`src/rtl/ascii_dec_parser.sv`:
```
// ASCII decimal line parser: buffers up to MAX_DIGITS BCD digits and converts them
// MSB-first into a binary value on a line terminator. Define BACKSPACE_EN to enable 0x08 editing.
module ascii_dec_parser #(
    parameter int MAX_DIGITS = 5,
    parameter int OUT_W      = 32
) (
    input  logic             clk,
    input  logic             rst_n,
    input  logic [7:0]       rx_data,
    input  logic             rx_valid,
    output logic             busy,
    output logic [OUT_W-1:0] value,
    output logic             value_valid,
    output logic             err_char,
    output logic             err_ovf,
    output logic [2:0]       digit_cnt
);

    typedef enum logic [1:0] {
        ST_COLLECT = 2'd0,
        ST_CONVERT = 2'd1,
        ST_DISCARD = 2'd2
    } state_e;

    localparam logic [2:0] MAX_CNT = 3'(MAX_DIGITS);

    state_e           r_state;
    logic [3:0]       r_buf [MAX_DIGITS];
    logic [2:0]       r_digit_cnt;
    logic [2:0]       r_conv_idx;
    logic [OUT_W-1:0] r_acc;
    logic [OUT_W-1:0] r_value;
    logic             r_busy;
    logic             r_value_valid;
    logic             r_err_char;
    logic             r_err_ovf;

    logic             w_is_digit;
    logic             w_is_term;
    logic             w_is_space;
    logic             w_is_bs;
    logic [3:0]       w_digit;
    logic [OUT_W-1:0] w_acc_next;
    logic             w_last;

    assign w_is_digit = (rx_data >= 8'h30) && (rx_data <= 8'h39);
    assign w_is_term  = (rx_data == 8'h0D) || (rx_data == 8'h0A);
    assign w_is_space = (rx_data == 8'h20);
    assign w_is_bs    = (rx_data == 8'h08);

    // acc*10 as two shifts and an add; result wraps at OUT_W bits.
    assign w_digit    = r_buf[r_conv_idx];
    assign w_acc_next = (r_acc << 3) + (r_acc << 1) + {{(OUT_W-4){1'b0}}, w_digit};
    assign w_last     = ((r_conv_idx + 3'd1) == r_digit_cnt);

    always_ff @(posedge clk or negedge rst_n) begin
        if (!rst_n) begin
            r_state       <= ST_COLLECT;
            r_digit_cnt   <= '0;
            r_conv_idx    <= '0;
            r_acc         <= '0;
            r_value       <= '0;
            r_busy        <= 1'b0;
            r_value_valid <= 1'b0;
            r_err_char    <= 1'b0;
            r_err_ovf     <= 1'b0;
            // NOTE: the digit buffer is only a few flops, so it is reset with everything else
            // rather than left undefined like a RAM would be.
            for (int i = 0; i < MAX_DIGITS; i++) r_buf[i] <= '0;
        end else begin
            r_value_valid <= 1'b0;
            r_err_char    <= 1'b0;
            r_err_ovf     <= 1'b0;

            case (r_state)
                ST_COLLECT: begin
                    if (rx_valid) begin
                        if (w_is_digit) begin
                            if (r_digit_cnt < MAX_CNT) begin
                                r_buf[r_digit_cnt] <= rx_data[3:0];
                                r_digit_cnt        <= r_digit_cnt + 3'd1;
                            end else begin
                                r_err_ovf   <= 1'b1;
                                r_digit_cnt <= '0;
                                for (int i = 0; i < MAX_DIGITS; i++) r_buf[i] <= '0;
                                r_state     <= ST_DISCARD;
                            end
                        end else if (w_is_term) begin
                            // An empty line (e.g. the LF of CR+LF) is silently ignored.
                            if (r_digit_cnt != 3'd0) begin
                                r_state    <= ST_CONVERT;
                                r_busy     <= 1'b1;
                                r_acc      <= '0;
                                r_conv_idx <= '0;
                            end
                        end else if (w_is_space) begin
                            r_digit_cnt <= r_digit_cnt;
`ifdef BACKSPACE_EN
                        end else if (w_is_bs) begin
                            if (r_digit_cnt != 3'd0) begin
                                r_digit_cnt <= r_digit_cnt - 3'd1;
                            end
`endif
                        end else begin
                            r_err_char  <= 1'b1;
                            r_digit_cnt <= '0;
                            for (int i = 0; i < MAX_DIGITS; i++) r_buf[i] <= '0;
                        end
                    end
                end

                ST_CONVERT: begin
                    r_acc      <= w_acc_next;
                    r_conv_idx <= r_conv_idx + 3'd1;
                    if (w_last) begin
                        r_value       <= w_acc_next;
                        r_value_valid <= 1'b1;
                        r_busy        <= 1'b0;
                        r_digit_cnt   <= '0;
                        for (int i = 0; i < MAX_DIGITS; i++) r_buf[i] <= '0;
                        r_state       <= ST_COLLECT;
                    end
                end

                ST_DISCARD: begin
                    if (rx_valid && w_is_term) begin
                        r_state <= ST_COLLECT;
                    end
                end

                default: begin
                    r_state <= ST_COLLECT;
                end
            endcase
        end
    end

    assign busy        = r_busy;
    assign value       = r_value;
    assign value_valid = r_value_valid;
    assign err_char    = r_err_char;
    assign err_ovf     = r_err_ovf;
    assign digit_cnt   = r_digit_cnt;

endmodule
```
`config.mk`:
```
export PLATFORM = sky130hd
export DESIGN_NAME = ascii_dec_parser
export DESIGN_NICKNAME = d
export VERILOG_FILES = /design/src/rtl/ascii_dec_parser.sv
export SDC_FILE = /design/constraint.sdc
export NUM_CORES = 1
export LEC_CHECK = 0
export BUFFER_PORTS_ARGS = -buffer_cell sky130_fd_sc_hd__buf_2
export CAP_MARGIN = 20
export CORE_MARGIN = 4
export CORE_UTILIZATION = 40
export CTS_BUF_LIST = sky130_fd_sc_hd__clkbuf_8
export DETAILED_ROUTE_END_ITERATION = 10
export SLEW_MARGIN = 0
export SYNTH_ARGS = -nofsm -noshare
export SYNTH_HDL_FRONTEND = slang
export SYNTH_SLANG_ARGS = --single-unit
```
`constraint.sdc`:
```
create_clock -name clk -period 8.1 [get_ports clk]
set_clock_uncertainty 0.05 [all_clocks]
set_input_delay 0.405 -clock clk [delete_from_list [all_inputs] [get_ports clk]]
set_output_delay 0.405 -clock clk [all_outputs]
set_load 0.01 [all_outputs]
```
== After elaboration in Yosys (flattened, before gate mapping) ==
Cells that the tools add are included.

* Word-level logic and storage cells: 110
* Bits in registers: 95
* Output and inout bits: 39

* Reduce and logical (&&, ||, !) cells: 12
* Mux-type cells: 55
* Order comparisons: 6
* Bitwise logic cells: 2
* Add/sub/neg operators: 4
* Equal/unequal tests: 17

{| class="wikitable"
|+ Operator list
! kind !! count
|-
| $mux W31 || 4
|-
| $mux W20 || 6
|-
| $pmux W31 S2 || 1
|-
| $pmux W20 S2 || 1
|-
| $add A32 B32 Y32 || 1
|-
| $add A32 B4 Y32 || 1
|-
| $mux W3 || 10
|-
| $bwmux W20 || 1
|-
| $eq A8 B4 Y1 const B || 2
|-
| $mux W1 || 16
|-
| $ne A3 B3 Y1 const B || 5
|-
| $mux W2 || 7
|-
| $bmux W4 S3 || 1
|-
| $demux W4 S3 || 1
|-
| $mux W4 || 3
|-
| $ne A2 B2 Y1 const B || 6
|-
| $pmux W3 S2 || 2
|-
| $reduce_and A6 Y1 || 2
|-
| $reduce_and A5 Y1 || 2
|-
| $eq A8 B6 Y1 const B || 1
|-
| $ge A4 B4 Y1 const B || 2
|-
| $ge A8 B6 Y1 const B || 1
|-
| $le A8 B6 Y1 const B || 1
|-
| $not A3 Y4 || 2
|-
| 14 further kinds || 17
|}

== Depth between registers and ports, before layout ==
* Depth in word-level cells: 10
* Gate-level depth with buffers: 14
* Mapped depth without buffers: 13

== Worst setup path before layout ==
Ideal clock, no wire load.

* Path type: register to register
* From: register r_conv_idx[0]
* To: register r_value[24], in the netlist value[24]
* Period minus slack after synthesis: 3.715 ns
* Arrival: 3.540 ns
* Path slack: 4.385 ns
* Required time: 7.925 ns
* Cell stages (with the launch flop): 15
* Path buffers: 1
* Path through: dfrtp_1 buf_2 mux4_2 inv_1 o21ai_0 ha_1 ha_1 fa_1 a211oi_1 o21ai_0 a21boi_1 a31oi_1 a21o_1 xor2_1 mux2_2

* Longest elaborated chain between the ends: 5

{| class="wikitable"
|+ Ends and longest elaborated chain
! item !! RTL line !! source
|-
| start: declaration || 30 || <nowiki>logic [2:0] r_conv_idx;</nowiki>
|-
| start signal: assignment || 114 || <nowiki>r_conv_idx <= r_conv_idx + 3'd1;</nowiki>
|-
| $not A3 Y4 (not written as such) || 52 || <nowiki>assign w_digit = r_buf[r_conv_idx];</nowiki>
|-
| $bmux W4 S3 || 52 ||
|-
| $mux W4 (not written as such) (2 in series) || 52 ||
|-
| $add A32 B4 Y32 || 53 || <nowiki>assign w_acc_next = (r_acc << 3) + (r_acc << 1) + {{(OUT_W-4){1'b0}}, w_digit};</nowiki>
|-
| end signal: assignment || 116 || <nowiki>r_value <= w_acc_next;</nowiki>
|-
| end: declaration || 32 || <nowiki>logic [OUT_W-1:0] r_value;</nowiki>
|}

Several ways; a longest one is shown, not always the timed one. The select of a mux whose other input is x is not followed.
A chain may end at the register's enable or synchronous reset.

== Worst setup path after layout ==
* From: register r_conv_idx[0]
* To: register r_value[21], in the netlist value[21]

The elaborated chain is that of the path after synthesis.

==> results.yml <==
run_status:
  status: "finished clean"
placed_design:
  place_hpwl_um: 10800
  port_buffers: 49
  place.gp.congestion: 0.922
  dp.cells: 831
  dp_slack_ns: 4.03
power_and_ir_drop:
  p_clk_share_pct: 22.6
  power_switching_uw: 580
  p_int_uw: 894
  seqPwrFrac_pct: 35.8
  vdd_ir_drop_max_mv: 0.0866
  p_sw_share_pct: 39.3
  p_comb_share_pct: 41.6
  power_density_nw_per_um2: 221
  p_leak_nw: 3.03
global_route:
  grt_pass1_wl_um: 25300
  grt_pass1_vias: 5011
  grt_max_degree: 52
  grt_usage_pct: 17.6
  antenna_found_initial: 0
  overflow: 0
cts:
  cts.sinks: 95
  clock_path_buffers: 2
  cts_tree: "yes"
  insertion_delay_ns: 0.38
  cts_resized: 0
  clkSlewWorstSetupHoldPaths_ns: 0.10
  post-cts-setup-buffers: 0
  cts-root-buf: "clkbuf_8"
  h-tree-depth: 3
  cts_made_buffers: 9
critical_path:
  setup.worst_path.start: "r_conv_idx[0]"
  crit_arrival_ns: 4.34
  r2r-start: "r_conv_idx[0]"
  crit_path_start_kind: "flip-flop"
  cp_max_fo: 9
  crit_path_end_kind: "flip-flop"
  worstPathRequired_ns: 8.33
  critPathKind: "reg2reg"
logic_synthesis:
  async_flop_share_pct: 100
  synth_top_area_share_pct: 39.0
  yosysTopAreaCell: "dfrtp_1"
  synthMuxAreaShare_pct: 4.19
  syn-cell-area_um2: 6100
  synth.area.top_cells: "dfrtp_1, ha_1, nand2_1"
  synthAdderAreaFrac_pct: 13.3
  synthXorXnorAreaFrac_pct: 4.31
  yosysWarnings: 0
  synth-main-ff-cell: "dfrtp_1"
  synth_cell_types: 64
  synthSimpleGateAreaFrac_pct: 14.2
  syn-instance-count: 626
  synth.avg_cell_area_um2: 9.74
  seq_area_frac_synth_pct: 39.0
  synth_compound_gate_area_share_pct: 21.5
  syn-num-nets: 700
  synth_top_family_by_area: "compound AO/OA/AOI/OAI gates"
  synth-edff-count: 0
  ys_ff_latch: 95
route:
  drc: 0
  via_count: 4884
  wirelength_um: 14600
  via_per_inst: 5.76
  drtIter0Drc: 248
  postRouteAntennaNets: 0
  wl_per_cell_um: 17.2
  dr.pass1.iters: 5
timing:
  min_period_over_period_pct: 50.8
  final_hold_viol_count: 0
  timing.slew.headroom_pct: 28.7
  rsz0062_at_grt: "no"
  slew_violations: 0
  fin_setup_tns_ns: 0
  max_freq_ghz: 0.243
  layout_min_cycle_time_ns: 4.12
  setup_violations: 0
  tightestPinTransition_ns: 1.07
  finalWorstSetupSlack_ns: 3.98
finish:
  multi_input_comb_area_um2: 3510
  antenna_cells: 0
  ff_latch_area_um2: 2380
  layout-drive-gt1-share_pct: 15.1
  syn_to_final_growth_pct: 9.52
  nFillCells: 1402
  finalNonFillerCells: 848
  layout.nets: 733
min_path:
  hold_class: "in2reg"
  hp-start: "rx_valid"
flow_run:
  maxCapViolations: 0
floorplan:
  die_width_um: 131
  dieArea_um2: 17300
  fp.dieH_um: 131
  start_util_pct: 41.3
  rows: 44
  io_pins: 50
  core_area_um2: 14800
[synthesized netlist by cell type, types with 3 or more instances]
| master | n |
|---|---|
| dfrtp_1 | 95 |
| nand2_1 | 83 |
| ha_1 | 61 |
| o21ai_0 | 53 |
| a21oi_1 | 30 |
| nor2_1 | 23 |
| clkbuf_1 | 22 |
| a21o_1 | 17 |
| a22o_1 | 17 |
| xor2_1 | 16 |
| inv_1 | 15 |
| nand3_1 | 14 |
| xnor2_1 | 14 |
| a32o_1 | 13 |
| nand4_1 | 13 |
| mux2_2 | 12 |
| nor3_1 | 10 |
| o22ai_1 | 10 |
| a31oi_1 | 7 |
| o21bai_1 | 7 |
| buf_2 | 6 |
| nor2b_1 | 6 |
| a22oi_1 | 5 |
| nand2b_1 | 5 |
| nor4_1 | 5 |
| a211oi_1 | 4 |
| a31o_2 | 4 |
| mux4_2 | 4 |
| o31ai_1 | 4 |
| or3_1 | 4 |
| mux2i_1 | 3 |
| nand4b_1 | 3 |
| o21a_1 | 3 |
[worst max-delay path: stages (launching register included)]
cell	delay (ns)
dfrtp_1	0.58
mux4_2	0.54
nor2b_1	0.14
a31oi_1	0.20
fa_1	0.44
inv_1	0.11
ha_1	0.24
a21oi_1	0.16
nand4b_1	0.18
a21oi_1	0.11
o41ai_2	0.58
o21ai_0	0.20
xor2_1	0.20
mux2_2	0.28
[per-stage QoR]
step | util (%) | area (µm²) | power, mW | hold WS [ns]
after floorplan | - | 6100 | 0.996 | 0.0594
after global placement | 43.8 | 6460 | 1.14 | 0.398
after detailed placement | 43.8 | 6460 | 1.15 | 0.407
after CTS | 45.3 | 6680 | 1.49 | 0.249
after global routing | 45.3 | 6680 | 1.59 | 0.286
final | 45.3 | 6680 | 1.47 | 0.278
[sequential cells by signal (all words and copies together), names as in the netlist]
register,cells
err_ovf,1
digit_cnt,3
busy,1
value_valid,1
value,32
r_state,2
err_char,1
r_conv_idx,3
r_acc,31
r_buf,20
[power by group through the flow]
stage / combinational, mW / clock (mW) / sequential, mW
after global placement: 0.601 / 0 / 0.537
after detailed placement: 0.613 / 0 / 0.536
after floorplan: 0.469 / 0 / 0.527
after CTS: 0.615 / 0.347 / 0.527
after global routing: 0.695 / 0.365 / 0.532
final: 0.613 / 0.333 / 0.527
[path summary, 6_finish.rpt]
kind | endpoint | slack (ns) | cells after the start
setup / recovery | value[21] | 3.98 | 13
hold / removal | err_char | 0.28 | 3
setup reg to reg | value[21] | 3.98 | 13
hold reg to reg | value[8] | 0.43 | 2
max in group asynchronous | r_acc[27] | 6.41 | 3
min in group asynchronous | r_acc[7] | 0.54 | 2
[cells in the final DEF (no fill, tap or decap), types with 7 or more instances in the layout]
cell type	synthesis	final
ha_1	61	61
xnor2_1	14	14
xor2_1	16	16
o21ai_0	53	53
a31oi_1	7	7
buf_2	6	48
o21bai_1	7	7
a21o_1	17	17
nor2_1	23	22
nand2_1	83	83
dfrtp_1	95	95
o22ai_1	10	10
nor3_1	10	10
mux2_2	12	12
nand3_1	14	14
inv_1	15	17
a22o_1	17	17
clkbuf_8	0	12
a21oi_1	30	30
nand4_1	13	13
a32o_1	13	13
[timing repair]
action | CTS | global route
hold buffers | 1 | 0
endpoints found under the setup margin | 0 | 0
hold endpoints to repair | 39 | 0
[final cells by class]
| type | count | area share (%) |
|---|---|---|
| clock buffer | 12 | 2.47 |
| inverter | 16 | 0.918 |
| clock inverter | 4 | 0.675 |
| timing repair buffer | 54 | 4.31 |
| sequential | 95 | 35.6 |
| multi-input combinational | 483 | 52.6 |
| tap | 184 | 3.45 |
[logic make-up after synthesis]
| kind of cell | Yosys count |
|---|---|
| DFF | 95 |
| AOI/OAI and AO/OA | 191 |
| buffers and inverters | 48 |
| muxes | 19 |
| xor gates and xnor gates | 30 |
| and+or+nand+nor | 179 |
| adders and majority gates | 64 |
[layer usage]
metal | vias to the layer above | track usage (%) | share of wire (%)
li1 | 2377 | - | -
met1 | 2381 | 23.2 | 46
met2 | 108 | 29.8 | 48
met3 | 18 | 2.60 | 3.6
met4 | 0 | 6.01 | 1.9
met5 | - | 0 | 0
(Power assumes the default switching activity.)
